File: src/rtl/fractal_sync_burst_sched.sv
// fractal_sync_burst_sched
//
// Round-robin burst scheduler. It drains IN_PORTS first-word-fall-through
// FIFOs onto one registered valid/ready output link. A port that holds the
// grant may keep it for up to MAX_BURST consecutive grants while others
// wait. This trades some fairness for locality.
//
// Parameters:
//   IN_PORTS   number of input FIFO ports (> 0)
//   arbiter_t  element type carried from the FIFOs to the output
//   MAX_BURST  max consecutive grants to one port (> 0), 1 = pure round-robin
//
// Ports:
//   clk_i      clock, rising edge
//   rst_ni     asynchronous active-low reset
//   pop_o      per-port pop strobe, asserted only for the granted port
//   empty_i    per-port FIFO empty flag
//   element_i  per-port FIFO head element (valid while empty_i is low)
//   valid_o    element_o holds a valid element
//   ready_i    downstream accepts element_o this cycle
//   element_o  registered output element

module fractal_sync_burst_sched #(
   parameter int unsigned IN_PORTS  = 4,
   parameter type         arbiter_t = logic,
   parameter int unsigned MAX_BURST = 2
) (
   input  logic     clk_i,
   input  logic     rst_ni,
   output logic     pop_o     [IN_PORTS],
   input  logic     empty_i   [IN_PORTS],
   input  arbiter_t element_i [IN_PORTS],
   output logic     valid_o,
   input  logic     ready_i,
   output arbiter_t element_o
);

   localparam int unsigned OWNER_W = (IN_PORTS > 1) ? $clog2(IN_PORTS) : 1;
   localparam int unsigned CNT_W   = $clog2(MAX_BURST + 1);

   logic [OWNER_W-1:0]  owner;
   logic [CNT_W-1:0]    burst_cnt;

   logic                load;
   logic [IN_PORTS-1:0] req;
   logic                grant_valid;
   logic                keep;
   logic                found;
   logic [OWNER_W-1:0]  grant_idx;
   logic [OWNER_W:0]    scan_sum;
   logic [OWNER_W-1:0]  scan_idx;

   // Grant selection. burst_cnt is zero only straight out of reset. That
   // case is treated as "no burst in progress", so the first grant comes
   // from the scan starting at port 0. It is not a keep of the reset owner.
   // The scan covers all IN_PORTS positions, so the last candidate is owner
   // itself. That lets a lone requester restart its burst without a bubble.
   always_comb begin
      load        = ~valid_o | ready_i;
      grant_valid = 1'b0;
      keep        = 1'b0;
      found       = 1'b0;
      grant_idx   = owner;
      scan_sum    = '0;
      scan_idx    = '0;
      for (int i = 0; i < int'(IN_PORTS); i++) begin
         req[i] = ~empty_i[i];
      end
      if (load && (|req)) begin
         grant_valid = 1'b1;
         if (req[owner] && (burst_cnt != '0) && (burst_cnt < CNT_W'(MAX_BURST))) begin
            keep = 1'b1;
         end else begin
            for (int k = 1; k <= int'(IN_PORTS); k++) begin
               scan_sum = {1'b0, owner} + (OWNER_W+1)'(k);
               if (scan_sum >= (OWNER_W+1)'(IN_PORTS)) begin
                  scan_sum = scan_sum - (OWNER_W+1)'(IN_PORTS);
               end
               scan_idx = scan_sum[OWNER_W-1:0];
               if (!found && req[scan_idx]) begin
                  found     = 1'b1;
                  grant_idx = scan_idx;
               end
            end
         end
      end
   end

   // Pop strobes are gated by rst_ni. No FIFO is consumed while the
   // output register is held in reset.
   always_comb begin
      for (int i = 0; i < int'(IN_PORTS); i++) begin
         pop_o[i] = rst_ni & grant_valid & (grant_idx == OWNER_W'(i));
      end
   end

   // Output register and arbitration state. Nothing moves while the
   // register holds an element that the consumer has not taken.
   always_ff @(posedge clk_i or negedge rst_ni) begin
      if (!rst_ni) begin
         valid_o   <= 1'b0;
         element_o <= '0;
         owner     <= OWNER_W'(IN_PORTS - 1);
         burst_cnt <= '0;
      end else if (load) begin
         if (grant_valid) begin
            valid_o   <= 1'b1;
            element_o <= element_i[grant_idx];
            owner     <= grant_idx;
            burst_cnt <= keep ? (burst_cnt + CNT_W'(1)) : CNT_W'(1);
         end else begin
            valid_o <= 1'b0;
         end
      end
   end

endmodule

File: config.mk
export PLATFORM = sky130hd
export DESIGN_NAME = fractal_sync_burst_sched
export DESIGN_NICKNAME = d
export VERILOG_FILES = /design/src/rtl/fractal_sync_burst_sched.sv
export SDC_FILE = /design/constraint.sdc
export NUM_CORES = 1
export LEC_CHECK = 0
export ABC_AREA = 0
export CORE_ASPECT_RATIO = 0.9
export CORE_MARGIN = 1
export CORE_UTILIZATION = 30
export CTS_CLUSTER_SIZE = 14
export DETAILED_ROUTE_END_ITERATION = 12
export HOLD_SLACK_MARGIN = 0.12
export SETUP_SLACK_MARGIN = 0.1
export SLEW_MARGIN = 10
export SYNTH_ARGS = -nofsm -noshare
export SYNTH_HDL_FRONTEND = slang
export SYNTH_SLANG_ARGS = --single-unit
File: constraint.sdc
create_clock -name clk_i -period 4.7 [get_ports clk_i]
set_input_delay 0.94 -clock clk_i [delete_from_list [all_inputs] [get_ports clk_i]]
set_output_delay 0.94 -clock clk_i [all_outputs]
set_load 0.05 [all_outputs]
# == After elaboration in Yosys (flattened, before gate mapping) ==
# Index checks and enable logic that the tools add are counted.
# op_classes
order_cmp,11
n_mul,0
eq_ne,3
n_mux,45
reduce_logical,13
n_div,0
addsub,9
n_shift,0
n_bitwise,12
# op_table
cell,count
2-bit 2-to-1 mux,19
1-bit 2-to-1 mux,20
"3-bit >= comparator, second input constant",5
"2-bit by 3-bit less-than comparator with 1-bit output, second input constant",5
1-bit binary-select mux with 2-bit select,6
"2-bit by 1-bit subtractor with 2-bit output, second input constant",4
"2-bit by 2-bit adder with 3-bit output, second input constant",2
1-bit logical AND,6
1-bit bitwise AND,5
1-bit NOT,5
"2-bit == test, second input constant",2
4-bit OR reduction,1
"2-bit by 1-bit adder with 3-bit output, second input constant",1
"2-bit by 3-bit adder with 3-bit output, second input constant",1
1-bit logical NOT,3
2-bit NOT with 3-bit output,1
"2-bit by 1-bit adder with 2-bit output, second input constant",1
"2-bit by 1-bit == test with 1-bit output, second input constant",1
2-bit logical NOT,1
"2-bit less-than comparator, second input constant",1
2-bit AND reduction,1
2-bit nonzero test,1
1-bit OR,1
# totals
reg_bits,6
romBits,0
latchBits,0
memories,0
inputBits,11
elab_cells,97
out_inout_bits,6
ramBits,0

# == Logic depth before layout (Yosys ltp) ==
# logic_depth
ltp_word,31
depth_mapped,9

# == Worst setup path before layout ==
# OpenSTA, ideal clock, no wires.
# synth_timing
path_type,in2out
startpoint,in empty_i[2] (netlist bit)
endpoint,out pop_o[1] (netlist bit)
t_arrival_ns,3.341
t_required_ns,3.760
stages,6
n_path_buf,0
setup_slack_ns,0.419
path_cell_list,or3b_1 > a211oi_1 > or4b_4 > nor2_1 > xor2_2 > nor3b_1
# synth_lines
item,line_no,source
"start, declared",31,"input logic empty_i [IN_PORTS],"
"end, declared",30,"output logic pop_o [IN_PORTS],"

==> impl_metrics.yaml <==
outcome:
  outcome: "finished clean"
sta:
  unrepaired_setup_endpoints_after_global_routing: "false"
  period_share_pct: 93.5
  timing.final.setup_violations: 0
  hold_ws_ns: 0.537
  timing.final.crit_period_ns: 4.39
  slew-limit-headroom_pct: 67.0
  skew_ns: 0.00667
  setup-tns-final_ns: 0
  timing_max_transition_violations_final: 0
  fmax_mhz: 228
  worst_pin_slew_ns: 0.493
  finalHoldViolations: 0
critical_path:
  r2r_slack_ns: 1.95
  endpoint_kind: "primary output"
  path_buf_inv: 2
  cp_max_fo: 8
  worstSetupStartpointType: "input pin"
  crit_arrival_ns: 3.45
  capture_instance_of_the_worst_register_to_register_path: "element_o$_DFFE_PN0P_"
  cpMaxStageDelayCell: "clkdlybuf4s50_1"
  crit-reg2reg-launch: "owner[1]$_DFFE_PN1P_"
  criticalPathCategory: "input pin to primary output"
  worst-endpoint-required_ns: 3.76
  crit_path_max_incr_delay_ns: 0.60
  critical_path.top_delay_family: "simple AND/OR/NAND/NOR gates"
  cp_cell_sequence: "clkdlybuf4s50_1, mux2i_1, a22oi_2, or4b_4, nor2_1, xor2_2, nor3b_1, buf_12"
  ff2ff_path_depth: 7
pwr:
  power.leakage_nw: 0.318
  power_density_over_the_cells_nw_per_um2: 550
  power.ir.vdd_worst_uv: 324
global_route:
  grt_start_max_net_pins: 16
  gr-usage-all-layers_pct: 12.5
  first_global_vias: 531
  gr-total-overflow: 0
  grt_antenna_before_repair: 0
  grt_pass1_wl_um: 2120
layout:
  antenna_cells: 0
  final_design_area_no_fill_um2: 862
  area.growth.synth_to_final_pct: 37.8
  share_of_cells_above_drive_strength_1_pct: 21.1
  num-fill-cells: 179
  finish.utilization_pct: 44.6
  final_net_count: 104
worst_hold_path:
  beginning_of_the_worst_hold_path: "valid_o$_DFFE_PN0P_"
  min_to: "valid_o$_DFFE_PN0P_"
  min_path_cells: 2
  min-delay-path-class: "flop to flop"
yosys:
  synth_enable_flop_cells: 0
  post_synth_xor_area_fraction_pct: 4.00
  synthesis.area_per_instance_um2: 8.45
  yosysMostFrequentCell: "nand2_1"
  synth-warning-count: 0
  synth_cell_count_leaders: "nand2_1, a21oi_1, nor3b_1"
  postSynth.topFlopCell: "dfrtp_1"
  synthesis.nets: 86
  netlist.area_leader.share_pct: 16.0
  compound_gate_portion_of_the_synthesized_area_pct: 19.6
  seq_area_frac_synth_pct: 24.4
  async_reset_ff_share_pct: 100
  largest_family_of_logic_cells_by_synthesized_area: "simple AND/OR/NAND/NOR gates"
  netlist_instances: 74
  postSynthRegisterBits: 6
  yosys.area_share.simple_pct: 39.2
  netlist-cell-type-count: 36
  post-synth-top-area-cell: "dfrtp_1"
  syn_area_um2: 626
  multiplexer_share_of_the_synthesized_area_pct: 6.80
  synthTopCellsByArea: "dfrtp_1, dfstp_2, nand2_1"
  synth-adder-area-share_pct: 2.00
die:
  floorplan.core_area_um2: 1930
  initial_cell_density_of_the_core_pct: 32.4
  std_cell_rows: 15
  dieArea_um2: 2270
  die_height_um: 45.3
  x_dimension_of_the_die_um: 50.1
  design.portCount: 17
detailed_routing:
  post-route-drc-count: 0
  detail_route.vias_per_cell: 5.17
  drt.antenna.violating_nets: 0
  firstDrtPassIters: 4
  via_count: 595
  route.detailed.wl_per_inst_um: 11.6
  wl_um: 1330
  detailedRoute.firstIterationViolations: 13
clock_network:
  insertion_delay_ns: 0.24
  cts_made_buffers: 3
  number_of_buffers_added_for_setup_after_cts: 0
  ctsLongestPathBuffers: 2
  cts.sink_count: 6
  cts-resized-gates: 0
  cts_tree: "yes"
  cts-htree-levels: 1
  post_cts_hold_buffer_count: 0
  clk_pin_slew_ns: 0.04
  clockRootBuffer: "clkbuf_4"
placed_design:
  placed_cell_area_um2: 840
  place.port_buffers: 16
  gp_congestion: 0.757
  dpl.hpwl_um: 1030
flow_run:
  maxCapViolCount: 0
[logic make-up (layout without fill, tap and decap cells)]
family / Yosys count / count (layout)
compound gates: 15 / 15
xor+xnor: 2 / 2
fa+ha+maj: 1 / 1
buf+inv: 5 / 21
flops: 6 / 6
mux: 4 / 4
simple gates: 41 / 41
[layout make-up]
type,count,area (µm²),share of cell area [%]
Tap cell,25,31.3,3.63
Timing Repair Buffer,16,200,23.2
Sequential cell,6,153,17.7
Inverter,2,7.51,0.871
Clock buffer,3,22.5,2.61
Multi-Input combinational cell,63,448,52.0
[routing by layer]
metal | wire, µm | global-route usage, %
met5 | 0 | 0
met1 | 622 | 14.9
met4 | 19 | 10.3
met2 | 655 | 21.3
met3 | 35 | 0.337
[how the worst max path moves through the flow]
stage / start / cells past startpoint / slack (ns) / endpoint
after global routing: empty_i[3] / 8 / 0.13 / pop_o[1]
after global placement: empty_i[1] / 8 / 0.34 / pop_o[1]
final: empty_i[3] / 8 / 0.31 / pop_o[1]
after detailed placement: empty_i[3] / 8 / 0.31 / pop_o[1]
after CTS: empty_i[3] / 8 / 0.29 / pop_o[1]
after floorplan: empty_i[2] / 6 / 0.42 / pop_o[1]
[worst reg2reg max path, cell delays in order (launching register included)]
cell and delay [ns]:
dfstp_2 0.70, mux2i_1 0.14, a22oi_2 0.21, or4b_4 0.53
a21oi_4 0.22, mux2_2 0.37, a2111oi_2 0.38, a311oi_2 0.07
[flip-flops by register name, indices dropped and copies added (netlist names)]
| register | flops |
|---|---|
| burst_cnt | 2 |
| element_o | 1 |
| owner | 2 |
| valid_o | 1 |
[through the flow]
step | instances | total power [W] | setup slack (ns)
after floorplan | 74 | 0.000347 | 0.419
after global placement | 112 | 0.000425 | 0.343
after detailed placement | 112 | 0.000428 | 0.306
after CTS | 115 | 0.000479 | 0.293
after global routing | 115 | 0.000511 | 0.131
final | 115 | 0.000474 | 0.307
[cells in the final DEF (no fill, tap or decap), types with 2 or more instances in the layout]
| master | instances |
|---|---|
| o21ai_0 | 2 |
| nand2_1 | 10 |
| nand3_1 | 3 |
| and2_1 | 2 |
| nor2_1 | 4 |
| buf_12 | 4 |
| clkbuf_4 | 3 |
| nor3b_1 | 5 |
| nand3b_1 | 3 |
| a21oi_1 | 5 |
| o211ai_1 | 2 |
| nor3_1 | 3 |
| inv_1 | 2 |
| mux2i_1 | 2 |
| dfstp_2 | 2 |
| nand2b_1 | 3 |
| dfrtp_1 | 4 |
| clkdlybuf4s50_1 | 12 |
[power breakdown]
group	total (W)	switching, W	internal [W]	leakage [nW]
registers	0.000123	0.0000426	0.0000802	0.0644
clock network	0.0000464	0.0000176	0.0000288	0.0138
logic	0.000305	0.000164	0.000141	0.240
Power figures use the tool's default switching activity.
